`src/rtl/chopper_pkg.sv`:
```
// Shared widths and the per-channel load-value bundle for the chopper timer bank.
package chopper_pkg;

  localparam int OFF_W   = 10;
  localparam int BLANK_W = 8;
  localparam int MINON_W = 8;
  localparam int PRE_W   = 8;
  localparam int PHASE_W = 8;

  typedef struct packed {
    logic [OFF_W-1:0]   offtime;
    logic [BLANK_W-1:0] blanktime;
    logic [MINON_W-1:0] minon;
  } chan_cfg_t;

endpackage

```
`src/rtl/chopper_timer_bank_channel.sv`:
```
// One phase of the chopper: off/blank/minimum-on countdowns with step-change blanking.
module chopper_channel
  import chopper_pkg::*;
(
  input  logic               clk,
  input  logic               reset,
  input  logic               tick,
  input  chan_cfg_t          cfg,
  input  logic               offtimer_en,
  input  logic [PHASE_W-1:0] phase_ct,
  output logic [OFF_W-1:0]   off_timer,
  output logic [BLANK_W-1:0] blank_timer,
  output logic [MINON_W-1:0] minon_timer
);

  logic [OFF_W-1:0]   off_q, off_d;
  logic [BLANK_W-1:0] blank_q, blank_d;
  logic [MINON_W-1:0] minon_q, minon_d;
  logic [PHASE_W-1:0] phase_cur_q, phase_prev_q;
  logic               expire, step;

  always_comb begin
    off_d   = off_q;
    blank_d = blank_q;
    minon_d = minon_q;
    expire  = tick && (off_q == OFF_W'(1));
    step    = (phase_cur_q != phase_prev_q);

    if (offtimer_en && (off_q == '0) && (cfg.offtime != '0)) begin
      off_d = cfg.offtime;
    end else if (tick && (off_q != '0)) begin
      off_d = off_q - OFF_W'(1);
    end

    // Off expiry reloads both windows and outranks a coincident step or decrement.
    if (expire) begin
      blank_d = cfg.blanktime;
      minon_d = cfg.minon;
    end else begin
      if (step) begin
        blank_d = cfg.blanktime;
      end else if (tick && (blank_q != '0)) begin
        blank_d = blank_q - BLANK_W'(1);
      end
      if (tick && (minon_q != '0)) begin
        minon_d = minon_q - MINON_W'(1);
      end
    end
  end

  // Reset seeds both phase history registers with the live input so release never looks like a step.
  always_ff @(posedge clk) begin
    if (reset) begin
      off_q        <= '0;
      blank_q      <= '0;
      minon_q      <= '0;
      phase_cur_q  <= phase_ct;
      phase_prev_q <= phase_ct;
    end else begin
      off_q        <= off_d;
      blank_q      <= blank_d;
      minon_q      <= minon_d;
      phase_cur_q  <= phase_ct;
      phase_prev_q <= phase_cur_q;
    end
  end

  assign off_timer   = off_q;
  assign blank_timer = blank_q;
  assign minon_timer = minon_q;

endmodule

```
`src/rtl/chopper_timer_bank.sv`:
```
// Three-phase chopper timer bank: shared tick prescaler feeding three independent channels.
module chopper_timer_bank
  import chopper_pkg::*;
(
  input  logic               clk,
  input  logic               reset,
  input  logic [PRE_W-1:0]   config_prescale,
  input  logic [OFF_W-1:0]   config_offtime,
  input  logic [BLANK_W-1:0] config_blanktime,
  input  logic [MINON_W-1:0] config_minon,
  input  logic               offtimer_en0,
  input  logic               offtimer_en1,
  input  logic               offtimer_en2,
  input  logic [PHASE_W-1:0] phase_ct,
  input  logic [PHASE_W-1:0] phase_ct_B,
  input  logic [PHASE_W-1:0] phase_ct_C,
  output logic [OFF_W-1:0]   off_timer0,
  output logic [OFF_W-1:0]   off_timer1,
  output logic [OFF_W-1:0]   off_timer2,
  output logic [BLANK_W-1:0] blank_timer0,
  output logic [BLANK_W-1:0] blank_timer1,
  output logic [BLANK_W-1:0] blank_timer2,
  output logic [MINON_W-1:0] minimum_on_timer0,
  output logic [MINON_W-1:0] minimum_on_timer1,
  output logic [MINON_W-1:0] minimum_on_timer2,
  output logic               tick
);

  logic [PRE_W-1:0] pre_cnt_q, pre_cnt_d;
  logic             tick_q, tick_d;
  chan_cfg_t        cfg;

  // >= lets the counter recover at once when the prescale is lowered under it.
  always_comb begin
    tick_d    = (pre_cnt_q >= config_prescale);
    pre_cnt_d = tick_d ? '0 : pre_cnt_q + PRE_W'(1);
  end

  always_ff @(posedge clk) begin
    if (reset) begin
      pre_cnt_q <= '0;
      tick_q    <= 1'b0;
    end else begin
      pre_cnt_q <= pre_cnt_d;
      tick_q    <= tick_d;
    end
  end

  assign tick          = tick_q;
  assign cfg.offtime   = config_offtime;
  assign cfg.blanktime = config_blanktime;
  assign cfg.minon     = config_minon;

  chopper_channel u_ch0 (
    .clk(clk), .reset(reset), .tick(tick_q), .cfg(cfg),
    .offtimer_en(offtimer_en0), .phase_ct(phase_ct),
    .off_timer(off_timer0), .blank_timer(blank_timer0), .minon_timer(minimum_on_timer0)
  );

  chopper_channel u_ch1 (
    .clk(clk), .reset(reset), .tick(tick_q), .cfg(cfg),
    .offtimer_en(offtimer_en1), .phase_ct(phase_ct_B),
    .off_timer(off_timer1), .blank_timer(blank_timer1), .minon_timer(minimum_on_timer1)
  );

  chopper_channel u_ch2 (
    .clk(clk), .reset(reset), .tick(tick_q), .cfg(cfg),
    .offtimer_en(offtimer_en2), .phase_ct(phase_ct_C),
    .off_timer(off_timer2), .blank_timer(blank_timer2), .minon_timer(minimum_on_timer2)
  );

endmodule

```
`config.mk`:
```
export PLATFORM = sky130hd
export DESIGN_NAME = chopper_timer_bank
export DESIGN_NICKNAME = d
export VERILOG_FILES = /design/src/rtl/chopper_pkg.sv /design/src/rtl/chopper_timer_bank_channel.sv /design/src/rtl/chopper_timer_bank.sv
export SDC_FILE = /design/constraint.sdc
export NUM_CORES = 1
export LEC_CHECK = 0
export BUFFER_PORTS_ARGS = -buffer_cell sky130_fd_sc_hd__buf_2
export CORE_AREA = 2 2 110 165
export DETAILED_ROUTE_END_ITERATION = 10
export DIE_AREA = 0 0 112 167
export SLEW_MARGIN = 25
export SYNTH_ARGS = -nofsm -noshare
export SYNTH_HDL_FRONTEND = slang
export SYNTH_SLANG_ARGS = --single-unit
```
`constraint.sdc`:
```
create_clock -name clk -period 3.1 [get_ports clk]
set_clock_uncertainty 0.1 [all_clocks]
set_input_delay 0 -clock clk [delete_from_list [all_inputs] [get_ports clk]]
set_output_delay 0 -clock clk [all_outputs]
set_load 0.1 [all_outputs]
```
==> run metrics, run 1 <==
Filler cells 1,708; DRC 0; Worst-Margin Slew 948 ps; clock latency on the worst-skew pair between 400 and 500 ps; Leak approximately 0.0039 uW; Hold WC Path Type in -> reg; CP startpoint kind flip-flop; H-tree depth 4; hold slack ~73 ps; crit path max fanout 14; total grt overflow 0; Netlist Area Pre-Place 0.00681 mm^2; largest net degree at the start of global routing a little over 80; Setup-failing EPs final 0; peak supply drop around 0.00078 V; share of cells above drive strength 1 25.5%; CP Cell Sequence buf_4, or4b_2, a31oi_1, and2_1, xnor2_1, a211oi_1; drt pass-1 iters 5; vias per cell 5.33; CTS tree built; clock-pin slew on the worst setup and hold paths ~60 ps; Max Slew Vio Count 0; n_diodes 0; GRT Util Overall between 20 and 25%; Worst Setup End Kind flip-flop; FF+latch area 0.00270 mm^2; die height 167 um; sequential fraction of the synthesis area between 30% and 40%; DR WL/cell 15.8 um; CORE AREA 0.0173 mm^2; Pint about 4000 uW; first-pass GRT wire length just over 30 mm; clk buf depth 2; Yosys warnings 0; slowest stage delay, CP 710 ps; initial antenna violation count 0; setup_tns 0 ps; crit share post-route between 70% and 80%; WP data required 3340 ps; Clk network pwr share 25.4%; CTS sink count 135; full die area 0.0187 mm^2; WP data arrival 2720 ps; Post-CTS Setup Bufs 0; via count approximately 6,300; max-cap viol count 0; final core occ 51.5%; Area Overhead vs Synth 30.5%; Die Width 112 um; Max Clk Rate 0.403 GHz; Hold Fails Final Rpt 0; Cell Rows 59; Crit Path Category reg -> reg; synthesized instance count around 750; part of the power in registers 30.7%; I/O Pins around 140; Async SR Flop Fraction 0%; Synth cell types 65; DRT iter0 DRCs 260; # nets final 1,041; NetSw between 3000 and 4000 uW; RSZ-0062 raised after global routing no; Power Dens Cells 832 mW/mm^2; Comb power frac 43.9%; Final HPWL DP 13.5 mm; Synth Net Count 839; CP delay by family, top simple AND/OR/NAND/NOR gates; Rel. slew slack 36.8%; Post-synth EDFFs 0; Avg Inst Size Synth 9.10 um^2; cts bufs inserted 17; Top FF cell, synth dfxtp_1; Starting Density 39.4%; Multi-input gate area 0.00389 mm^2; status finished, final reports clean; sw frac 46.4%; vias in the first global route 6,201; Routed Antenna Nets 0; fin crit period 2480 ps; Routed WL ~19 mm; RePlAce Congestion 0.865; CTS Root Cell clkbuf_16; Seq cells post-synth 135; CP max-delay cell dfxtp_1; I/O Buffers ~140; WP buf/inv 1
[final timing paths]
path                                      startpoint                     to  slack [ps]  depth (start not counted)
worst max register to register                  tick   u_ch2.minon_timer[5]         620                          6
worst max-delay path                            tick   u_ch2.minon_timer[5]         620                          6
worst min-delay path              config_prescale[7]           pre_cnt_q[5]          70                          6
worst min register to register  u_ch0.phase_cur_q[2]  u_ch0.phase_prev_q[2]         400                          1
[cells in the mapped netlist (18+ instances only)]
| cell type | number | area (um^2) |
|---|---|---|
| dfxtp_1 | 135 | 2700 |
| nor2_1 | 87 | 327 |
| nand2_1 | 38 | 143 |
| inv_1 | 36 | 135 |
| mux2i_1 | 33 | 330 |
| xor2_1 | 33 | 289 |
| a21oi_1 | 32 | 160 |
| nor3_1 | 32 | 160 |
| mux2_2 | 29 | 327 |
| ha_1 | 27 | 338 |
| a211oi_1 | 26 | 195 |
| o21ai_0 | 22 | 110 |
| nor4_1 | 21 | 131 |
| clkbuf_1 | 20 | 75.1 |
| xnor2_1 | 19 | 166 |
| a31oi_1 | 18 | 113 |
[cell families after synthesis]
group	Yosys count	share of synthesized area, %
AO/OA/AOI/OAI	140	14.1
XOR/XNOR	52	6.69
adder cells (fa/ha/maj)	27	4.96
buffers and inverters	60	3.36
flip-flops	135	39.7
multiplexers	62	9.64
AND/OR/NAND/NOR	273	21.6
[worst register-to-register path, delay by kind of cell, from the launching register on]
family                 cells  cell delay (ps)
buffers and inverters      1              270
XOR/XNOR                   1               60
AO/OA/AOI/OAI              2              460
AND/OR/NAND/NOR            2              790
flip-flops                 1              710
[layer usage]
| metal | part of all wire (%) | track usage [%] | up-vias |
|---|---|---|---|
| li1 | - | - | 3131 |
| met1 | 40 | 21.7 | 2966 |
| met2 | 53 | 36.9 | 139 |
| met3 | 3.7 | 4.51 | 42 |
| met4 | 2.9 | 8.59 | 0 |
| met5 | 0 | 0 | - |
[power by group through the flow]
| stage | logic (uW) | registers [uW] | clock network (uW) |
|---|---|---|---|
| 2_1_floorplan | 1390 | 3450 | 0 |
| 3_3_place_gp | 3170 | 2310 | 0 |
| 3_5_place_dp | 3170 | 2300 | 0 |
| 4_1_cts | 3250 | 2270 | 1920 |
| 5_1_grt | 3500 | 2320 | 2000 |
| 6_report | 3250 | 2270 | 1880 |
[cell usage in the layout (no fill, tap or decap), types with 4 or more instances in the layout]
cell           instances
nand3_1               15
a31oi_1               18
ha_1                  27
nor2b_1                5
inv_1                 36
and3_1                 6
mux2i_1               33
xnor2_1               19
clkinvlp_4             6
nor3_1                32
or4b_2                 4
clkbuf_16             17
a21o_1                 4
xor2_1                33
a22oi_1                4
nor2_1                87
or4_1                  9
nand2_1               38
o31ai_1                4
or2_2                  6
nor4_1                21
buf_4                 12
mux2_2                29
dfxtp_1              135
a211oi_1              26
o21ai_0               22
or3_1                  5
nand4_1                4
buf_2                140
or3b_2                 6
nor3b_1                9
a221oi_1               6
dlygate4sd3_1         54
a21oi_1               32
[through the flow]
stage	power, uW	std cells	setup slack [ps]	cell area, um^2
after floorplan	4840	749	332	6810
after global routing	7820	1177	415	8890
after CTS	7440	1177	617	8890
final	7400	1177	621	8890
after global placement	5480	1091	667	7800
after detailed placement	5480	1091	607	7800
[cell type report]
cell class                 instances  area share, %
clock buffer                      19           5.09
clock inverter                    13           1.11
inverter                          36           1.52
multi-input combinational        554           43.7
sequential                       135           30.4
tap                              213           3.00
timing repair buffer             207           15.2
[repair_timing]
action,4_1_cts,5_1_grt
resized for setup,0,0
hold endpoints to repair,126,0
hold buffers,54,0
Note: power is estimated with default switching activity, not from simulation.
==> inputs of run 2 (changes only) <==
==> constraint.sdc (replaced) <==
create_clock -name clk -period 2.4 [get_ports clk]
set_clock_uncertainty 0.1 [all_clocks]
set_input_delay 0 -clock clk [delete_from_list [all_inputs] [get_ports clk]]
set_output_delay 0 -clock clk [all_outputs]
set_load 0.1 [all_outputs]
==> run metrics, run 2 (synthesis results as in run 1) <==
slowest stage delay, CP 510 ps (was 710 ps); clock-pin slew on the worst setup and hold paths 60 ps (about the same); GRT Util Overall 20.2% (was 20.0%); Crit Path Category reg -> reg (unchanged); CP max-delay cell or3b_2 (was dfxtp_1); Routed WL 19.0 mm (was 18.6 mm); vias in the first global route 6,233 (was 6,201); H-tree depth 4 (unchanged); Post-CTS Resized 0 (unchanged); drt pass-1 iters 5 (unchanged); Starting Density 39.4% (unchanged); Filler cells 1,647 (was 1,708); n_diodes 0 (unchanged); Die Width 112 um (unchanged); Hold Fails Final Rpt 0 (unchanged); DRC 0 (unchanged); Max Clk Rate 0.448 GHz (was 0.403 GHz); Hold WC Path Type in -> reg (unchanged); first-pass GRT wire length 30.4 mm (about the same); DRT iter0 DRCs 362 (was 260); CORE AREA 0.0173 mm^2 (unchanged); initial antenna violation count 0 (unchanged); WP data required 2650 ps (was 3340 ps); die height 167 um (unchanged); FF+latch area 0.00273 mm^2 (was 0.00270 mm^2); Max Slew Vio Count 0 (unchanged); fin crit period 2230 ps (was 2480 ps); total grt overflow 0 (unchanged); most common cell after layout, fill and taps aside buf_2 (unchanged); largest net degree at the start of global routing 56 (was 81); via count 6,360 (was 6,278); I/O Pins 142 (unchanged); hold slack 14.5 ps (was 73.1 ps); peak supply drop 0.000928 V (was 0.000778 V); Leak 0.00404 uW (was 0.00395 uW); clock latency on the worst-skew pair 420 ps (about the same); Area Overhead vs Synth 32.6% (was 30.5%); CP startpoint kind flip-flop (unchanged); Setup-failing EPs final 0 (unchanged); crit share post-route 93.0% (was 80.0%); Routed Antenna Nets 0 (unchanged); status finished, final reports clean (unchanged); clk buf depth 2 (unchanged); I/O Buffers 141 (unchanged); cts bufs inserted 17 (unchanged); WP buf/inv 1 (unchanged); Cell Rows 59 (unchanged); CTS tree built (unchanged); Worst-Margin Slew 850 ps (was 948 ps); share of cells above drive strength 1 28.6% (was 25.5%); crit path max fanout 6 (was 14); full die area 0.0187 mm^2 (unchanged); Final Power 9820 uW (was 7400 uW); RSZ-0062 raised after global routing no (unchanged); Power Dens Cells 1090 mW/mm^2 (was 832 mW/mm^2); Rel. slew slack 42.8% (was 36.8%); CP Cell Sequence inv_1, ha_1, or3b_2, o31ai_4, a21boi_2, o21ai_0, a31oi_1 (was buf_4, or4b_2, a31oi_1, and2_1, xnor2_1, a211oi_1); setup_tns 0 ps (unchanged); CTS sink count 135 (unchanged); # nets final 1,053 (was 1,041); Worst Setup End Kind flip-flop (unchanged); most frequent cells in the layout 140 x buf_2, 114 x dfxtp_1, 87 x nor2_1 (was 140 x buf_2, 135 x dfxtp_1, 87 x nor2_1); DR WL/cell 16.0 um (was 15.8 um); CTS Root Cell clkbuf_16 (unchanged); CP delay by family, top compound AO/OA/AOI/OAI gates (was simple AND/OR/NAND/NOR gates); vias per cell 5.35 (was 5.33); WP data arrival 2490 ps (was 2720 ps); max-cap viol count 0 (unchanged); Final HPWL DP 14.0 mm (was 13.5 mm); Multi-input gate area 0.00389 mm^2 (unchanged); RePlAce Congestion 0.921 (was 0.865)
run 2: changes by cell type in the layout (fill, tap and decap cells not counted):
| cell | delta |
|---|---|
| buf_4 | +12 |
| dfxtp_4 | +1 |
| inv_8 | +1 |
| clkinvlp_4 | -4 |
| inv_6 | +4 |
| dfxtp_2 | +20 |
| clkbuf_8 | +1 |
| dfxtp_1 | -21 |
| clkinv_2 | -2 |
run 2: per-layer routing:
metal | part of all wire, % | wire, um | vias up | track usage [%]
li1 | - | - | 3165 | -
met1 | 39 | 7440 | 2995 | 21.0
met2 | 53 | 10100 | 164 | 37.8
met3 | 4.7 | 884 | 36 | 5.20
met4 | 2.9 | 542 | 0 | 8.43
met5 | 0 | 0 | - | 0
run 2: what timing repair did:
item                      4_1_cts  5_1_grt
hold buffers                   54        0
setup buffers                   0        0
hold endpoints to repair      126        0
run 2: cell type report:
cell class | instances | area share, %
clock buffers | 20 | 5.17
clock inverters | 12 | 1.16
inverters | 36 | 1.50
multi-input cells | 554 | 43.0
flip-flops and latches | 135 | 30.2
well taps | 213 | 2.95
repair buffers | 219 | 16.0
run 2: worst paths after layout:
kind | startpoint | endpoint | slack, ps | depth (start not counted)
hold / removal | reset | u_ch0.blank_timer[6] | 10 | 2
hold reg to reg | u_ch1.phase_cur_q[5] | u_ch1.phase_prev_q[5] | 400 | 1
setup / recovery | u_ch2.off_timer[1] | u_ch2.off_timer[2] | 170 | 7
setup reg to reg | u_ch2.off_timer[1] | u_ch2.off_timer[2] | 170 | 7
run 2: worst register-to-register path: cells and delay by family, from the launching register on:
kind,cells,cell delay [ps]
buffers and inverters,1,110
adders and majority gates,1,170
AOI/OAI and AO/OA,4,940
and+or+nand+nor,1,510
DFF,1,350
run 2: report_power, final:
group / internal [uW] / switching [uW]
clock: 1440 / 1080
sequential: 2550 / 376
combinational: 1300 / 3080
run 2: stage by stage:
stage / instances / setup WS (ps) / util [%] / instance area [um^2]
detailed placement: 1103 / 186 / 45.8 / 7920
CTS: 1189 / 177 / 52.3 / 9030
floorplan: 749 / 0.616 / - / 6840
global route: 1189 / 20.6 / 52.3 / 9030
finish: 1189 / 167 / 52.3 / 9030
global placement: 1103 / 181 / 45.8 / 7920
==> inputs of run 3 (changes only) <==
--- a/config.mk
+++ b/config.mk
@@ -6,9 +6,12 @@
 export NUM_CORES = 1
 export LEC_CHECK = 0
 export BUFFER_PORTS_ARGS = -buffer_cell sky130_fd_sc_hd__buf_2
-export CORE_AREA = 2 2 110 165
+export CELL_PAD_IN_SITES_DETAIL_PLACEMENT = 0
+export CELL_PAD_IN_SITES_GLOBAL_PLACEMENT = 1
+export CORE_AREA = 2 2 109 163
 export DETAILED_ROUTE_END_ITERATION = 10
-export DIE_AREA = 0 0 112 167
+export DIE_AREA = 0 0 111 165
+export PLACE_DENSITY_LB_ADDON = 0.1
 export SLEW_MARGIN = 25
 export SYNTH_ARGS = -nofsm -noshare
 export SYNTH_HDL_FRONTEND = slang
==> run metrics, run 3 (synthesis results as in run 1) <==
RR Startpoint u_ch2.off_timer[1] (unchanged); final worst slack 105 ps (was 167 ps); slowest stage delay, CP 540 ps (was 510 ps); CORE AREA 0.0168 mm^2 (was 0.0173 mm^2); full die area 0.0183 mm^2 (was 0.0187 mm^2); Rel. slew slack 55.2% (was 42.8%); Worst-Margin Slew 665 ps (was 850 ps); Filler cells 1,564 (was 1,647); H-tree depth 4 (unchanged); GRT Util Overall 22.1% (was 20.2%); most frequent cells in the layout 140 x buf_2, 114 x dfxtp_1, 87 x nor2_1 (unchanged); CP startpoint kind flip-flop (unchanged); peak supply drop 0.00109 V (was 0.000928 V); Leak 0.00405 uW (was 0.00404 uW); cts bufs inserted 17 (unchanged); WP data required 2600 ps (was 2650 ps); max-cap viol count 0 (unchanged); Crit Path Category reg -> reg (unchanged); Setup-failing EPs final 0 (unchanged); most common cell after layout, fill and taps aside buf_2 (unchanged); fin crit period 2300 ps (was 2230 ps); WP data arrival 2500 ps (was 2490 ps); first-pass GRT wire length 32.4 mm (was 30.4 mm); clock-pin slew on the worst setup and hold paths 60 ps (about the same); Power Dens Cells 1100 mW/mm^2 (was 1090 mW/mm^2); # nets final 1,055 (was 1,053); CTS sink count 135 (unchanged); RePlAce Congestion 0.926 (was 0.921); Cell Rows 58 (was 59); share of cells above drive strength 1 28.5% (was 28.6%); Max Slew Vio Count 0 (unchanged); via count 6,476 (was 6,360); DRC 0 (unchanged); Hold WC Path Type in -> reg (unchanged); CTS tree built (unchanged); Final HPWL DP 15.1 mm (was 14.0 mm); crit path max fanout 6 (unchanged); I/O Pins 142 (unchanged); Hold Fails Final Rpt 0 (unchanged); largest net degree at the start of global routing 40 (was 56); vias per cell 5.45 (was 5.35); Starting Density 40.6% (was 39.4%); crit path from u_ch2.off_timer[1] (unchanged); CTS Root Cell clkbuf_16 (unchanged); RSZ-0062 raised after global routing no (unchanged); fin cells 1,188 (was 1,189); Post-CTS Resized 0 (unchanged); Routed Antenna Nets 0 (unchanged); Area Overhead vs Synth 33.1% (was 32.6%); Inst Count DP 1,101 (was 1,103); clock latency on the worst-skew pair 420 ps (about the same); setup_tns 0 ps (unchanged); clk buf depth 2 (unchanged); pre-CTS WS 138 ps (was 186 ps); drt pass-1 iters 5 (unchanged); I/O Buffers 141 (unchanged); Worst Setup End Kind flip-flop (unchanged); status finished, final reports clean (unchanged); total grt overflow 0 (unchanged); crit share post-route 95.6% (was 93.0%); n_diodes 0 (unchanged); initial antenna violation count 0 (unchanged); Post-CTS Setup Bufs 0 (unchanged); Die Width 111 um (was 112 um); Hold Startpoint config_prescale[7] (was reset); CP max-delay cell or3b_2 (unchanged); Max Clk Rate 0.436 GHz (was 0.448 GHz); Routed WL 20.1 mm (was 19.0 mm); R2R setup slack 100 ps (was 170 ps); DR WL/cell 16.9 um (was 16.0 um); DRT iter0 DRCs 456 (was 362); CP Cell Sequence inv_1, ha_1, or3b_2, o31ai_4, a21bo_1, a21oi_1, and3b_1 (was inv_1, ha_1, or3b_2, o31ai_4, a21boi_2, o21ai_0, a31oi_1); vias in the first global route 6,569 (was 6,233); Post-CTS Hold Buffers 55 (was 54); die height 165 um (was 167 um)
run 3: cell count changes in the layout (fill, tap and decap cells not counted), sizes merged:
cell,change
dlygate4sd3,+1
bufinv,+1
inv,-2
buf,+1
clkbuf,-1
clkinv,+1
clkinvlp,+1
run 3: stage by stage:
step                hold slack [ps]  area, um^2  util [%]  power, uW
CTS                             110        9060      54.1      10100
global placement               13.8        7930      47.3       7350
floorplan                     -72.3        6840         -       6270
detailed placement             16.5        7930      47.3       7380
global route                    123        9070      54.1      10500
finish                         84.2        9070      54.1       9990
run 3: path summary, 6_finish.rpt:
path | endpoint | cells past startpoint
setup / recovery | u_ch2.off_timer[8] | 7
hold / removal | pre_cnt_q[0] | 6
setup reg to reg | u_ch2.off_timer[8] | 7
hold reg to reg | u_ch1.phase_prev_q[7] | 1
run 3: routing by layer:
| metal | track usage, % | part of all wire (%) | routed length, um | up-vias |
|---|---|---|---|---|
| li1 | - | - | - | 3167 |
| met1 | 23.2 | 38 | 7670 | 3058 |
| met2 | 42.4 | 54 | 10900 | 205 |
| met3 | 4.55 | 4.6 | 924 | 46 |
| met4 | 9.89 | 3.1 | 619 | 0 |
| met5 | 0 | 0 | 0 | - |
run 3: report_power, final:
group / switching [uW] / internal (uW)
Clock: 1070 / 1480
Sequential: 408 / 2550
Combinational: 3130 / 1360
run 3: worst max-delay path: cells and delay by family (launching register included):
kind,cells,cell delay (ps)
adder cells (fa/ha/maj),1,270
AND/OR/NAND/NOR,2,730
AO/OA/AOI/OAI,3,630
buffers and inverters,1,110
flip-flops,1,350
run 3: cell type report:
| cell class | instances | area, um^2 | area share, % |
|---|---|---|---|
| clock buffer | 19 | 443 | 4.89 |
| clock inverter | 13 | 136 | 1.50 |
| inverter | 36 | 135 | 1.49 |
| multi-input combinational | 554 | 3890 | 42.9 |
| sequential | 135 | 2730 | 30.1 |
| tap | 210 | 263 | 2.90 |
| timing repair buffer | 221 | 1470 | 16.2 |
